File: src/rtl/mem_copy_pkg.sv
// Shared types and default sizes for the on-chip memory copy engine.
package mem_copy_pkg;

  localparam int MEM_ADDR_W = 12;
  localparam int MEM_DATA_W = 32;
  localparam int MEM_LEN_W  = 13;

  typedef enum logic [2:0] {
    IDLE  = 3'd0,
    READ  = 3'd1,
    LATCH = 3'd2,
    WRITE = 3'd3,
    DONE  = 3'd4
  } state_t;

endpackage

File: src/rtl/onchip_mem_copier_if.sv
// Avalon-MM slave-port bundle (zero-wait, read latency 1) between the copier and the memory.
interface onchip_mem_copier_if
  import mem_copy_pkg::*;
#(
  parameter int ADDR_W = MEM_ADDR_W,
  parameter int DATA_W = MEM_DATA_W
);
  logic [ADDR_W-1:0]   address;
  logic [DATA_W/8-1:0] byteenable;
  logic                chipselect;
  logic                write;
  logic [DATA_W-1:0]   writedata;
  logic                clken;
  logic [DATA_W-1:0]   readdata;

  modport master (
    output address, byteenable, chipselect, write, writedata, clken,
    input  readdata
  );

  modport slave (
    input  address, byteenable, chipselect, write, writedata, clken,
    output readdata
  );
endinterface

File: src/rtl/onchip_mem_copier.sv
// Word-by-word copy engine: READ -> LATCH -> WRITE per word, start/busy/done control.
// Optional MEM_COPY_FILL_EN adds a fill mode that writes a constant word without reading.
module onchip_mem_copier
  import mem_copy_pkg::*;
#(
  parameter int ADDR_W = MEM_ADDR_W,
  parameter int DATA_W = MEM_DATA_W,
  parameter int LEN_W  = MEM_LEN_W
) (
  input  logic              clk,
  input  logic              reset_n,
  input  logic              start,
  input  logic              abort,
  input  logic [ADDR_W-1:0] src_addr,
  input  logic [ADDR_W-1:0] dst_addr,
  input  logic [LEN_W-1:0]  length,
`ifdef MEM_COPY_FILL_EN
  input  logic              fill,
  input  logic [DATA_W-1:0] fill_data,
`endif
  output logic              busy,
  output logic              done,
  onchip_mem_copier_if.master bus
);

  state_t            state_reg, state_next;
  logic [ADDR_W-1:0] src_reg, src_next;
  logic [ADDR_W-1:0] dst_reg, dst_next;
  logic [LEN_W-1:0]  len_reg, len_next;
  logic [LEN_W-1:0]  idx_reg, idx_next;
  logic [DATA_W-1:0] data_reg, data_next;
  logic              fill_mode;
`ifdef MEM_COPY_FILL_EN
  logic              fill_reg, fill_next;
  logic [DATA_W-1:0] fill_data_reg, fill_data_next;
  assign fill_mode = fill_reg;
`else
  assign fill_mode = 1'b0;
`endif

  always_ff @(posedge clk or negedge reset_n) begin
    if (!reset_n) begin
      state_reg     <= IDLE;
      src_reg       <= '0;
      dst_reg       <= '0;
      len_reg       <= '0;
      idx_reg       <= '0;
      data_reg      <= '0;
`ifdef MEM_COPY_FILL_EN
      fill_reg      <= 1'b0;
      fill_data_reg <= '0;
`endif
    end else begin
      state_reg     <= state_next;
      src_reg       <= src_next;
      dst_reg       <= dst_next;
      len_reg       <= len_next;
      idx_reg       <= idx_next;
      data_reg      <= data_next;
`ifdef MEM_COPY_FILL_EN
      fill_reg      <= fill_next;
      fill_data_reg <= fill_data_next;
`endif
    end
  end

  always_comb begin
    state_next     = state_reg;
    src_next       = src_reg;
    dst_next       = dst_reg;
    len_next       = len_reg;
    idx_next       = idx_reg;
    data_next      = data_reg;
`ifdef MEM_COPY_FILL_EN
    fill_next      = fill_reg;
    fill_data_next = fill_data_reg;
`endif
    case (state_reg)
      IDLE: begin
        // abort outranks a simultaneous start
        if (start && !abort) begin
          src_next = src_addr;
          dst_next = dst_addr;
          len_next = length;
          idx_next = '0;
`ifdef MEM_COPY_FILL_EN
          fill_next      = fill;
          fill_data_next = fill_data;
          if (length == '0)
            state_next = DONE;
          else if (fill)
            state_next = WRITE;
          else
            state_next = READ;
`else
          state_next = (length == '0) ? DONE : READ;
`endif
        end
      end
      READ:  state_next = LATCH;
      LATCH: begin
        data_next  = bus.readdata;
        state_next = WRITE;
      end
      WRITE: begin
        idx_next = idx_reg + LEN_W'(1);
        if (idx_next == len_reg)
          state_next = DONE;
        else if (fill_mode)
          state_next = WRITE;
        else
          state_next = READ;
      end
      DONE:    state_next = IDLE;
      default: state_next = IDLE;
    endcase

    if (abort && state_reg != IDLE)
      state_next = IDLE;
  end

  // Bus outputs decode straight from state so an async reset clears them at once.
  always_comb begin
    bus.address   = '0;
    bus.writedata = '0;
    case (state_reg)
      READ:  bus.address = src_reg + idx_reg[ADDR_W-1:0];
      WRITE: begin
        bus.address   = dst_reg + idx_reg[ADDR_W-1:0];
`ifdef MEM_COPY_FILL_EN
        bus.writedata = fill_reg ? fill_data_reg : data_reg;
`else
        bus.writedata = data_reg;
`endif
      end
      default: ;
    endcase
  end

  assign bus.chipselect = (state_reg == READ) || (state_reg == WRITE);
  assign bus.write      = (state_reg == WRITE);
  assign bus.byteenable = '1;
  assign bus.clken      = 1'b1;
  assign busy           = (state_reg != IDLE);
  assign done           = (state_reg == DONE);

endmodule

File: src/flat_wrapper.sv
// flat-port wrapper written by rule: the top's interface ports become plain ports
module onchip_mem_copier_flat import mem_copy_pkg::*;
#(
  parameter int ADDR_W = MEM_ADDR_W,
  parameter int DATA_W = MEM_DATA_W,
  parameter int LEN_W  = MEM_LEN_W
)
  (clk, reset_n, start, abort, src_addr, dst_addr, length, busy, done, bus_address, bus_byteenable, bus_chipselect, bus_write, bus_writedata, bus_clken, bus_readdata);
  onchip_mem_copier_if #(.ADDR_W(ADDR_W), .DATA_W(DATA_W)) bus_i ();
  input  logic clk;
  input  logic reset_n;
  input  logic start;
  input  logic abort;
  input  logic [ADDR_W-1:0] src_addr;
  input  logic [ADDR_W-1:0] dst_addr;
  input  logic [LEN_W-1:0] length;
  output logic busy;
  output logic done;
  output wire logic [$bits(bus_i.address)-1:0] bus_address;
  output wire logic [$bits(bus_i.byteenable)-1:0] bus_byteenable;
  output wire logic [$bits(bus_i.chipselect)-1:0] bus_chipselect;
  output wire logic [$bits(bus_i.write)-1:0] bus_write;
  output wire logic [$bits(bus_i.writedata)-1:0] bus_writedata;
  output wire logic [$bits(bus_i.clken)-1:0] bus_clken;
  input wire logic [$bits(bus_i.readdata)-1:0] bus_readdata;
  assign bus_address = bus_i.address;
  assign bus_byteenable = bus_i.byteenable;
  assign bus_chipselect = bus_i.chipselect;
  assign bus_write = bus_i.write;
  assign bus_writedata = bus_i.writedata;
  assign bus_clken = bus_i.clken;
  assign bus_i.readdata = bus_readdata;
  onchip_mem_copier #(.ADDR_W(ADDR_W), .DATA_W(DATA_W), .LEN_W(LEN_W)) u_core (.clk(clk), .reset_n(reset_n), .start(start), .abort(abort), .src_addr(src_addr), .dst_addr(dst_addr), .length(length), .busy(busy), .done(done), .bus(bus_i));
endmodule
File: config.mk
export PLATFORM = sky130hd
export DESIGN_NAME = onchip_mem_copier_flat
export DESIGN_NICKNAME = d
export VERILOG_FILES = /design/src/rtl/mem_copy_pkg.sv /design/src/rtl/onchip_mem_copier_if.sv /design/src/rtl/onchip_mem_copier.sv /design/src/flat_wrapper.sv
export SDC_FILE = /design/constraint.sdc
export NUM_CORES = 1
export LEC_CHECK = 0
export ABC_AREA = 0
export BUFFER_PORTS_ARGS = -buffer_cell sky130_fd_sc_hd__buf_2
export CAP_MARGIN = 40
export CORE_MARGIN = 3
export CORE_UTILIZATION = 30
export DETAILED_ROUTE_END_ITERATION = 6
export PLACE_DENSITY = 0.53
export SYNTH_ARGS = -nofsm -noshare
export SYNTH_HDL_FRONTEND = slang
export SYNTH_SLANG_ARGS = --single-unit
File: constraint.sdc
create_clock -name clk -period 4.35 [get_ports clk]
set_input_delay 0.87 -clock clk [delete_from_list [all_inputs] [get_ports clk]]
set_output_delay 0.87 -clock clk [all_outputs]
set_load 0.01 [all_outputs]
==> results.cfg <==
[timing]
fmax_mhz = 245.4
finalCriticalPeriod_ns = 4.075
setup_viol = 0
finalWorstSetupSlack_ns = 0.2749
hold_viol = 0
clock_skew_ns = 0.008072
relSlewSlack_pct = 51.25
fin_crit_sh_pct = 93.68
tns_ns = 0
rsz0062_at_grt = no
tightest_slew_ns = 0.7312
slew_viol_final = 0

[logic_synthesis]
synth_edf_count = 0
ys_types = 45
netlist_instances = 444
avgSynthCellArea_um2 = 10.47
yosysWarnings = 0
synth_flop_cell = dfrtp_1
synth_area_leader_cell = dfrtp_1
synth_area_um2 = 4648
synth-seq-cells = 85
ys_async_sr_fraction_pct = 100.0
netlist.area_leader.share_pct = 45.76
synth.area.top_cells = dfrtp_1 46%, mux2_2 17%, and3_1 4.4%
ys_seq_area_share_pct = 45.76

[place]
io_buffers = 120
dpl.hpwl_um = 9195
routabilityCongestion = 0.8451
dp_slack_ns = 0.3829
dpl_cell_area_um2 = 5434

[critical_path]
critPathLaunchType = flop
required_ns = 3.48
cp_cell_sequence = nand2b_4 > inv_2 > nand2_4 > inv_2 > nand2_1 > nand2_1 > ha_1 > fa_1 > a21o_1 > a21oi_2 > o211ai_1 > a21o_1 > a21oi_1 > mux2i_1 > buf_2
crit_arrival_ns = 3.21
slowest_delay_ns = 0.47
critPathSlowestCell = dfrtp_2
path_class = reg -> out
worst-path-max-fanout = 8
end_kind = output pin

[global_route]
grt_start_max_net_pins = 57
grt_pass1_wl_um = 19630
grt_remaining_overflow = 0
grt_pass1_vias = 3758
grt_usage_pct = 14.81
grt_antenna_before_repair = 0

[clock_network]
path_clk_slew_ns = 0.07
h-tree-depth = 3
cts_buffer_depth = 2
root_buffer = clkbuf_16
insertion_delay_ns = 0.34
cts_tree = done
cts_sinks = 85
numCtsBuffers = 9

[drt]
viasPerCell = 4.949
drt-total-wl_um = 12470
first_iter_violations = 185
drc_errors = 0
ant_nets = 0
vias = 3687
wire_per_inst_um = 16.74
first_pass_iters = 4

[power_and_ir_drop]
vdd_drop_max_mv = 0.2359
leakage_uw = 0.002846
powerDensity_nw_per_um2 = 460.1
total_power_uw = 2649

[cells_and_area]
utilization_pct = 38.73
design_area_um2 = 5757
layout_commonest_cell = buf_2
largest_reg_flops = 32
syn2layout_area_growth_pct = 23.85
antenna_cells = 0
layout_common_cells = 119 x buf_2, 83 x dfrtp_1, 69 x mux2_2
drive_above_1_share_pct = 40.82
layout.nets = 642

[floorplanning]
die_w_um = 130.5
rows = 44
core_um2 = 14860
die_area_um2 = 17020
start_util_pct = 31.27
die_height_um = 130.5
pin_count = 126

[worst_hold_path]
worst_hold_path_type = reg -> reg

[flow_run]
drv_cap = 0

[status]
status = completed
[metrics by stage]
stage	hold WS (ns)	instances
floorplan	0.4644	448
global placement	0.4817	728
detailed placement	0.4896	729
CTS	0.5052	745
global route	0.5223	745
finish	0.5024	745
[power breakdown]
part           internal [uW]  switching, uW  leakage (uW)
combinational            378            323       0.00167
clock                    425            337      0.000143
sequential              1040            145       0.00103
total                   1840            806       0.00285
[cell usage after synthesis, types with 3 or more instances]
| cell | instances |
|---|---|
| nand3_1 | 9 |
| a31oi_1 | 4 |
| o211ai_1 | 3 |
| nor3_1 | 8 |
| nand2b_1 | 4 |
| a21o_1 | 4 |
| and2_1 | 4 |
| xor2_1 | 13 |
| buf_2 | 6 |
| a21oi_1 | 6 |
| o21ai_0 | 21 |
| clkbuf_1 | 15 |
| nor2_1 | 28 |
| buf_4 | 5 |
| nor4_1 | 4 |
| nand2_1 | 53 |
| mux2_2 | 69 |
| dfrtp_1 | 85 |
| and3_1 | 33 |
| o41ai_1 | 3 |
| nand4_1 | 4 |
| ha_1 | 12 |
| xnor2_1 | 15 |
| or3_1 | 3 |
| buf_1 | 5 |
| o31ai_1 | 4 |
[worst max-delay path: cells and delay by family (launching register included)]
| kind | cells | cell delay, ns |
|---|---|---|
| compound gates | 5 | 0.93 |
| fa+ha+maj | 2 | 0.64 |
| flops | 1 | 0.47 |
| simple gates | 4 | 0.33 |
| buf+inv | 3 | 0.30 |
| mux | 1 | 0.20 |
[layout make-up]
cell class | instances | area [um2]
flip-flops and latches | 85 | 2130
clock inverters | 5 | 42.54
fillers | 1485 | 9107
multi-input cells | 328 | 2411
well taps | 184 | 230.2
clock buffers | 11 | 252.7
inverters | 4 | 15.01
repair buffers | 128 | 675.6
[what timing repair did]
action | in CTS | in global routing
buffers inserted | 0 | 0
resized for setup | 1 | 6
hold buffers | 0 | 0
setup endpoints to repair | 1 | 4
[cell families after synthesis]
logic type	synth area share, %
xor+xnor	5.276
buf+inv	3.392
mux	17.15
simple gates	16.99
other cells	0.08068
flops	45.76
compound gates	7.699
fa+ha+maj	3.661
[worst paths after layout]
path,start,end,slack (ns),cells past startpoint
setup / recovery,u_core.state_reg[0],bus_address[8],0.27,15
hold / removal,u_core.data_reg[7],u_core.data_reg[7],0.50,1
setup reg to reg,u_core.idx_reg[0],u_core.state_reg[2],1.77,7
hold reg to reg,u_core.data_reg[7],u_core.data_reg[7],0.50,1
max in group asynchronous,reset_n,u_core.state_reg[0],2.85,2
min in group asynchronous,reset_n,u_core.dst_reg[5],0.59,1
[routing by layer]
metal	GRT usage [%]	vias up	part of all wire, %
met5	0	-	0
met4	5.021	0	1.8
met3	4.350	18	5.9
met2	22.81	107	46
met1	20.03	1782	47
li1	-	1780	-
Note: power is estimated with default switching activity, not from simulation.
